File: config.mk
export PLATFORM = sky130hd
export DESIGN_NAME = hit_tone_player
export DESIGN_NICKNAME = d
export VERILOG_FILES = /design/src/rtl/audio_pkg.sv /design/src/rtl/square_gen.sv /design/src/rtl/hit_tone_player.sv
export SDC_FILE = /design/constraint.sdc
export NUM_CORES = 1
export LEC_CHECK = 0
export BUFFER_PORTS_ARGS = -buffer_cell sky130_fd_sc_hd__clkbuf_2
export CAP_MARGIN = 20
export CELL_PAD_IN_SITES_DETAIL_PLACEMENT = 0
export CELL_PAD_IN_SITES_GLOBAL_PLACEMENT = 2
export CORE_MARGIN = 4
export CORE_UTILIZATION = 40
export CTS_BUF_LIST = sky130_fd_sc_hd__clkbuf_16
export DETAILED_ROUTE_END_ITERATION = 10
export PLACE_DENSITY = 0.79
export SYNTH_ARGS = -nofsm -noshare
export SYNTH_HDL_FRONTEND = slang
export SYNTH_SLANG_ARGS = --single-unit
File: constraint.sdc
create_clock -name clk -period 6 [get_ports clk]
set_input_delay 0.9 -clock clk [delete_from_list [all_inputs] [get_ports clk]]
set_output_delay 0.9 -clock clk [all_outputs]
set_load 0.005 [all_outputs]
File: src/rtl/audio_pkg.sv
// rtl/audio_pkg.sv - shared state type, hit codes and period helpers for the tone player
package audio_pkg;

  typedef enum logic [1:0] {
    IDLE = 2'd0,
    PLAY = 2'd1,
    GAP  = 2'd2
  } state_e;

  localparam logic [1:0] HIT_NONE = 2'd0;
  localparam logic [1:0] HIT_HIT  = 2'd1;
  localparam logic [1:0] HIT_MISS = 2'd2;

  function automatic int half_period(input int clk_hz, input int tone_hz);
    return clk_hz / (2 * tone_hz);
  endfunction

  function automatic int cnt_width(input int max_val);
    return (max_val > 1) ? $clog2(max_val) : 1;
  endfunction

endpackage

File: src/rtl/square_gen.sv
// rtl/square_gen.sv - half-period counter with phase toggle; load restarts in the high phase
module square_gen #(
  parameter int CW = 4
) (
  input  logic          clk,
  input  logic          rst_ni,
  input  logic          load_i,
  input  logic          en_i,
  input  logic [CW-1:0] half_m1_i,
  output logic          phase_d_o
);

  logic [CW-1:0] cnt_q, cnt_d;
  logic          phase_q, phase_d;

  always_comb begin
    cnt_d   = cnt_q;
    phase_d = phase_q;
    if (load_i) begin
      cnt_d   = '0;
      phase_d = 1'b1;
    end else if (en_i) begin
      if (cnt_q == half_m1_i) begin
        cnt_d   = '0;
        phase_d = ~phase_q;
      end else begin
        cnt_d = cnt_q + 1'b1;
      end
    end
  end

  always_ff @(posedge clk or negedge rst_ni) begin
    if (!rst_ni) begin
      cnt_q   <= '0;
      phase_q <= 1'b0;
    end else begin
      cnt_q   <= cnt_d;
      phase_q <= phase_d;
    end
  end

  // Exposed as next-state so the registered audio output lines up with the phase.
  assign phase_d_o = phase_d;

endmodule

File: src/rtl/hit_tone_player.sv
// rtl/hit_tone_player.sv - turns hit/miss event pulses into PWM tone bursts with a one-deep buffer
module hit_tone_player
  import audio_pkg::*;
#(
  parameter int CLK_HZ   = 25000000,
  parameter int HIT_HZ   = 880,
  parameter int MISS_HZ  = 220,
  parameter int TONE_MS  = 100,
  parameter int GAP_MS   = 20,
  parameter int PWM_BITS = 8,
  parameter int DUTY     = 128
) (
  input  logic       clk,
  input  logic       reset,
  input  logic [1:0] hit,
  output logic       audioOut,
  output logic       audioEn,
  output logic       chSel,
  output logic [1:0] tone_code,
  output logic       busy
);

  localparam int HALF_HIT  = half_period(CLK_HZ, HIT_HZ);
  localparam int HALF_MISS = half_period(CLK_HZ, MISS_HZ);
  localparam int TONE_CYC  = CLK_HZ / 1000 * TONE_MS;
  localparam int GAP_CYC   = CLK_HZ / 1000 * GAP_MS;
  localparam int HALF_MAX  = (HALF_HIT > HALF_MISS) ? HALF_HIT : HALF_MISS;
  localparam int HW = cnt_width(HALF_MAX);
  localparam int DW = cnt_width(TONE_CYC);
  localparam int GW = cnt_width(GAP_CYC);

  localparam logic [HW-1:0] HIT_M1  = HW'(HALF_HIT - 1);
  localparam logic [HW-1:0] MISS_M1 = HW'(HALF_MISS - 1);
  localparam logic [DW-1:0] TONE_M1 = DW'(TONE_CYC - 1);
  localparam logic [GW-1:0] GAP_M1  = GW'((GAP_CYC > 0) ? GAP_CYC - 1 : 0);
  localparam logic [PWM_BITS:0] DUTY_V = (PWM_BITS + 1)'(DUTY);

  state_e              state_q, state_d;
  logic [1:0]          code_q, code_d;
  logic [1:0]          pend_q, pend_d;
  logic [DW-1:0]       dur_q, dur_d;
  logic [GW-1:0]       gap_q, gap_d;
  logic [PWM_BITS-1:0] pwm_q, pwm_d;
  logic                audio_q, audio_d;
  logic                en_q, busy_q;
  logic                ev_valid, burst_end, sq_load, sq_en, phase_next;
  logic [1:0]          next_code, next_pend;
  logic [HW-1:0]       half_m1;

  assign ev_valid = (hit == HIT_HIT) || (hit == HIT_MISS);
  // A buffered code plays first; an event in the same cycle takes over the freed slot.
  assign next_code = (pend_q != HIT_NONE) ? pend_q : (ev_valid ? hit : HIT_NONE);
  assign next_pend = (pend_q != HIT_NONE && ev_valid) ? hit : HIT_NONE;
  assign half_m1   = (code_q == HIT_MISS) ? MISS_M1 : HIT_M1;
  assign pwm_d     = pwm_q + 1'b1;

  always_comb begin
    state_d   = state_q;
    code_d    = code_q;
    pend_d    = pend_q;
    dur_d     = dur_q;
    gap_d     = gap_q;
    sq_load   = 1'b0;
    sq_en     = 1'b0;
    burst_end = 1'b0;
    case (state_q)
      IDLE: begin
        if (ev_valid) begin
          state_d = PLAY;
          code_d  = hit;
          dur_d   = TONE_M1;
          sq_load = 1'b1;
        end
      end
      PLAY: begin
        sq_en = 1'b1;
        if (ev_valid) pend_d = hit;
        if (dur_q == '0) begin
          if (GAP_CYC > 0) begin
            state_d = GAP;
            gap_d   = GAP_M1;
            code_d  = HIT_NONE;
          end else begin
            burst_end = 1'b1;
          end
        end else begin
          dur_d = dur_q - 1'b1;
        end
      end
      GAP: begin
        if (ev_valid) pend_d = hit;
        if (gap_q == '0) burst_end = 1'b1;
        else gap_d = gap_q - 1'b1;
      end
      default: state_d = IDLE;
    endcase
    if (burst_end) begin
      if (next_code != HIT_NONE) begin
        state_d = PLAY;
        code_d  = next_code;
        pend_d  = next_pend;
        dur_d   = TONE_M1;
        sq_load = 1'b1;
      end else begin
        state_d = IDLE;
        code_d  = HIT_NONE;
      end
    end
  end

  assign audio_d = (state_d == PLAY) && phase_next && ({1'b0, pwm_d} < DUTY_V);

  square_gen #(.CW(HW)) u_square (
    .clk      (clk),
    .rst_ni   (reset),
    .load_i   (sq_load),
    .en_i     (sq_en),
    .half_m1_i(half_m1),
    .phase_d_o(phase_next)
  );

  always_ff @(posedge clk or negedge reset) begin
    if (!reset) begin
      state_q <= IDLE;
      code_q  <= HIT_NONE;
      pend_q  <= HIT_NONE;
      dur_q   <= '0;
      gap_q   <= '0;
      pwm_q   <= '0;
      audio_q <= 1'b0;
      en_q    <= 1'b0;
      busy_q  <= 1'b0;
    end else begin
      state_q <= state_d;
      code_q  <= code_d;
      pend_q  <= pend_d;
      dur_q   <= dur_d;
      gap_q   <= gap_d;
      pwm_q   <= pwm_d;
      audio_q <= audio_d;
      en_q    <= (state_d == PLAY);
      busy_q  <= (state_d != IDLE) || (pend_d != HIT_NONE);
    end
  end

  assign audioOut  = audio_q;
  assign audioEn   = en_q;
  assign chSel     = 1'b0;
  assign tone_code = code_q;
  assign busy      = busy_q;

endmodule
* Yosys cells after proc, flatten, opt, wreduce, memory -nomap -nowiden
Cells that the tools add are included.
** Word-level totals
- Flip-flop bits (word level) :: 75
- Bits of input ports :: 4
- Output and inout port bits :: 6
- Word-level logic and storage cells :: 85
** Operators by class
- Add/subtract/negate cells :: 4
- Order comparisons :: 1
- Equality and inequality tests :: 11
- Mux-type cells :: 39
- Bitwise operators :: 1
- Reduce and logical (&&, ||, !) cells :: 18
** Operator list (number)
- $mux 22 :: 4
- $mux 16 :: 4
- $pmux 22 s2 :: 1
- $mux 19 :: 2
- $pmux 19 s2 :: 1
- $mux 2 :: 14
- $logic_not 22->1 :: 1
- $sub 22x1->22 const B :: 1
- $logic_not 19->1 :: 1
- $sub 19x1->19 const B :: 1
- $add 16x1->16 const B :: 1
- $eq 16x16->1 :: 1
- $reduce_bool 2->1 :: 6
- $mux 1 :: 11
- $add 8x1->8 const B :: 1
- $lt 8x8->1 const B :: 1
- $eq 2x1->1 const B :: 3
- $eq 2x2->1 const B :: 3
- $ne 3x3->1 const B :: 2
- $pmux 2 s3 :: 1
- $reduce_and 3->1 :: 2
- $ne 2x2->1 const B :: 2
- $pmux 2 s2 :: 1
- $logic_and 1x1->1 :: 3
- other kinds (5) :: 6

* Longest topological paths before layout
- Word-level depth :: 10
- Mapped depth :: 11
- Depth with buffers taken out :: 8

* By module
From an unflattened synthesis, not the netlist that was laid out.
** Second synthesis, totals
- Cell total of the unflattened synthesis :: 482
- Area, all modules :: 4459.3 µm²
** By module, submodules not included
- hit_tone_player :: times used 1, cells an instance 367, area each 3407.0 µm², seq. area each 1451.4 µm²
- square_gen :: times used 1, cells an instance 115, area each 1052.3 µm², seq. area each 425.4 µm²

* Worst setup path after synthesis
Ideal clock, no wire load.
- Path kind :: flip-flop to flip-flop
- From :: register state_q[0]
- To :: register busy_q (netlist: busy)
- Setup time :: 140 ps
- Arrival :: 2511 ps
- Data required time :: 5860 ps
- Setup slack :: 3349 ps
- Stages on the path, launching flop included :: 11
- Path buffers :: 3
- Period minus slack after synthesis :: 2651 ps
- Path through :: dfrtp_1 > inv_1 > ha_1 > clkbuf_2 > or3b_2 > or4_4 > buf_6 > or2_0 > buf_2 > a31o_1 > nand4bb_1
** On the way
- Word-level cells in the longest chain between the ends :: 7
- Elaborated cells on any way between the ends :: 15
- Classes of those cells :: eq/ne (2); mux (8); reduce/logical (5)
** Ends and longest elaborated chain
- start, declared :: RTL line hit_tone_player.sv:38 : state_e state_q, state_d;
- start signal, assigned :: RTL line hit_tone_player.sv:134 : state_q <= state_d;
- $eq 2x2->1 or $eq 2x1->1 (tied branches) :: RTL line hit_tone_player.sv:66 : case (state_q)
- $reduce_or 2->1 (no source line)
- $mux 2
- $mux 2 :: RTL line hit_tone_player.sv:98 : if (next_code != HIT_NONE) begin
- $mux 2 (*) :: RTL line hit_tone_player.sv:97 : if (burst_end) begin
- net pend_d[1] :: RTL line hit_tone_player.sv:40 : logic [1:0] pend_q, pend_d;
- $reduce_bool 2->1 (*) :: RTL line hit_tone_player.sv:142 : busy_q <= (state_d != IDLE) || (pend_d != HIT_NONE);
- $logic_or 1x1->1 (*) :: RTL line hit_tone_player.sv:142
- end signal, assigned :: RTL line hit_tone_player.sv:142
- end, declared :: RTL line hit_tone_player.sv:45 : logic en_q, busy_q;
The timed path passes the listed nets; every way through them passes the cells marked *.
A chain may end at the register's enable or synchronous reset.

* Worst setup path after layout
- From :: register state_q[0]
- To :: register u_square.cnt_q[10]
** On the way
- Word-level cells in the longest chain between the ends :: 5
- Elaborated cells on any way between the ends :: 10
- Classes of those cells :: eq/ne (2); mux (6); reduce/logical (2)
** Ends and longest elaborated chain
- $logic_not 2->1 :: RTL line hit_tone_player.sv:66
- $mux 1 :: RTL line hit_tone_player.sv:66
- $mux 1 :: RTL line hit_tone_player.sv:98
- $mux 1 :: RTL line hit_tone_player.sv:97
- $mux 16 or $reduce_bool 2->1 (tied branches)
- end signal, assigned :: RTL line square_gen.sv:37 : cnt_q <= cnt_d;
- end, declared :: RTL line square_gen.sv:13 : logic [CW-1:0] cnt_q, cnt_d;
Parallel ways exist; a longest one is shown, timed or not.

==> impl_metrics.toml <==
[clock_network]
clock_tree.buffer_depth = 2
clock_latency_ns = 0.34
cts_resized = 0
cts_sinks = 75
post_cts_buffers = 0
htree_num_levels = 3
root_buffer = "clkbuf_16"
cts_buffers = 9
cts_tree = "yes"
worst_setup_hold_path_clk_slew_ns = 0.06
cts_hold_buf = 0

[final_layout]
num_antenna_cells = 0
utilization_pct = 45.46
drive_gt1_share_pct = 8.705
nNetsFinal = 482
area_growth_pct = 10.05

[floorplan]
core.rowCount = 37
die_h_um = 111.5
dieWidth_um = 111.5
ios = 10
initial_core_util_pct = 41.31
dieArea_mm2 = 0.01243
core_area_mm2 = 0.01037

[synth]
syn_avg_cell_area_um2 = 9.193
synth_top_area_share_pct = 43.81
syn_area_mm2 = 0.004284
synth-seq-cells = 75
yosysSeqAreaShare_pct = 43.81
yosysUniqueCellTypes = 71
synth_top_cells_by_area = "dfrtp_1, xnor2_1, nand2_1"
netlist_instances = 466
syn_nets = 482
synthFlopType = "dfrtp_1"
netlist_top_cells_count = "dfrtp_1, nand2_1, nor2_1"
yosysWarningCount = 0
synth_area_leader_cell = "dfrtp_1"
async_flop_share_pct = 100.0
synthMostInstantiatedCell = "dfrtp_1"
synth_edf_count = 0

[routing]
vias = 3554
drtPass1Iterations = 4
drtAntennaViolNets = 0
drtIter0Drc = 220
wl_per_cell_um = 17.68
vias_per_cell = 5.855
drc = 0
wirelength_um = 10730

[worst_setup_path]
startpoint = "state_q[0]"
required_ns = 6.23
r2r-start = "state_q[0]"
criticalPathCategory = "register to register"
cp-end-kind = "register"
r2r-end = "u_square.cnt_q[10]"
worstPathArrival_ns = 3.37
startpoint_type = "register"
rrSetupSlack_ns = 2.85
worstPathMaxFanout = 13
r2r_cells = 8

[sta]
max_slew_margin_pct = 33.51
finalSetupViolCount = 0
fin_crit_ns = 3.146
fin_crit_sh_pct = 52.43
finalSetupTns_ns = 0
final_hold_viol_count = 0
slew_violations = 0
worst_pin_slew_ns = 0.9974
fmax_mhz = 317.9
clock_skew_ns = 0.009577
rsz0062_at_grt = "no"

[global_routing]
antenna_found_initial = 0
grt_pass1_vias = 3455
grt_pass1_wl_um = 18310
grt_max_degree = 76
gr-usage-all-layers_pct = 18.04
grt_overflow_total = 0

[power]
p_leak_nw = 1.910
peakVddDrop_v = 0.0001951
power_density_mw_per_mm2 = 404.4

[place]
place_hpwl_um = 7278
io_buffers = 8
place_congestion = 0.7968

[worst_hold_path]
hp-class = "register to register"
min_path_cells = 1
worst_hold_startpoint = "pwm_q[0]"
hold_end = "pwm_q[0]"

[run]
cap_violations = 0

[outcome]
status = "finished clean"
[sequential cells by signal, indices dropped and copies added, names as in the netlist]
register,flops
dur_q,22
gap_q,19
u_square.cnt_q,16
pwm_q,8
pend_q,2
state_q,2
tone_code,2
audioEn,1
audioOut,1
busy,1
u_square.phase_q,1
[layer usage]
metal | global-route usage (%) | up-vias | wire, um
li1 | - | 1726 | -
met1 | 24.74 | 1746 | 5088
met2 | 28.79 | 69 | 5109
met3 | 3.696 | 13 | 385
met4 | 5.677 | 0 | 148
met5 | 0 | - | 0
[area by class of cell]
type / count / area, um^2
Inverter: 20 / 75.07
Clock inverter: 7 / 76.32
Fill cell: 1040 / 5655
Multi-Input combinational cell: 350 / 2233
Sequential cell: 75 / 1877
Timing Repair Buffer: 10 / 57.56
Clock buffer: 9 / 225.2
Tap cell: 136 / 170.2
[per-stage QoR]
step	cell area [um^2]	hold WS, ns	std cells	setup WS [ns]	total power (W)
2_1_floorplan	4284	0.4351	466	3.349	0.001158
3_5_place_dp	4413	0.4664	591	2.850	0.001367
4_1_cts	4715	0.4775	607	2.884	0.001925
5_1_grt	4715	0.5047	607	2.670	0.002046
3_3_place_gp	4413	0.4609	591	2.933	0.001371
6_report	4715	0.4739	607	2.854	0.001907
[worst max path at each step]
stage	endpoint	slack [ns]	depth (start not counted)
floorplan	busy	3.35	10
global placement	u_square.cnt_q[9]	2.93	9
detailed placement	dur_q[13]	2.85	9
CTS	u_square.cnt_q[10]	2.88	8
global route	u_square.cnt_q[10]	2.67	8
finish	u_square.cnt_q[10]	2.85	8
[where the power goes]
group          internal, W  total [W]  switching [W]
clock             0.000323   0.000547       0.000224
sequential        0.000603   0.000701      0.0000981
combinational     0.000225   0.000658       0.000433
[cells in the final DEF, fill, tap and decap left out, drive strengths merged, types with 12 or more instances in the layout]
cell type / count
dfrtp: 75
clkbuf: 16
a21oi: 23
nor3: 24
nand3: 15
ha: 12
nor4: 17
nor2: 39
xnor2: 19
o21ai: 20
a31oi: 12
nand2: 43
inv: 21
[worst max-delay path, cell delays in order, from the launching register on]
cell,delay [ns]
dfrtp_1,0.42
inv_1,0.12
ha_1,0.38
or3b_2,0.47
or4_4,0.50
o21a_1,0.45
nand2_2,0.29
o21ai_0,0.15
a22o_1,0.25
[kinds of logic after synthesis]
kind of cell / Yosys count / share of synthesized area, %
AO/OA/AOI/OAI: 109 / 17.73
XOR/XNOR: 21 / 4.293
adder cells (fa/ha/maj): 12 / 3.505
buffers and inverters: 41 / 4.060
flip-flops: 75 / 43.81
multiplexers: 3 / 0.7301
other: 1 / 0.08753
AND/OR/NAND/NOR: 204 / 25.79
Note: power is estimated with default switching activity, not from simulation.
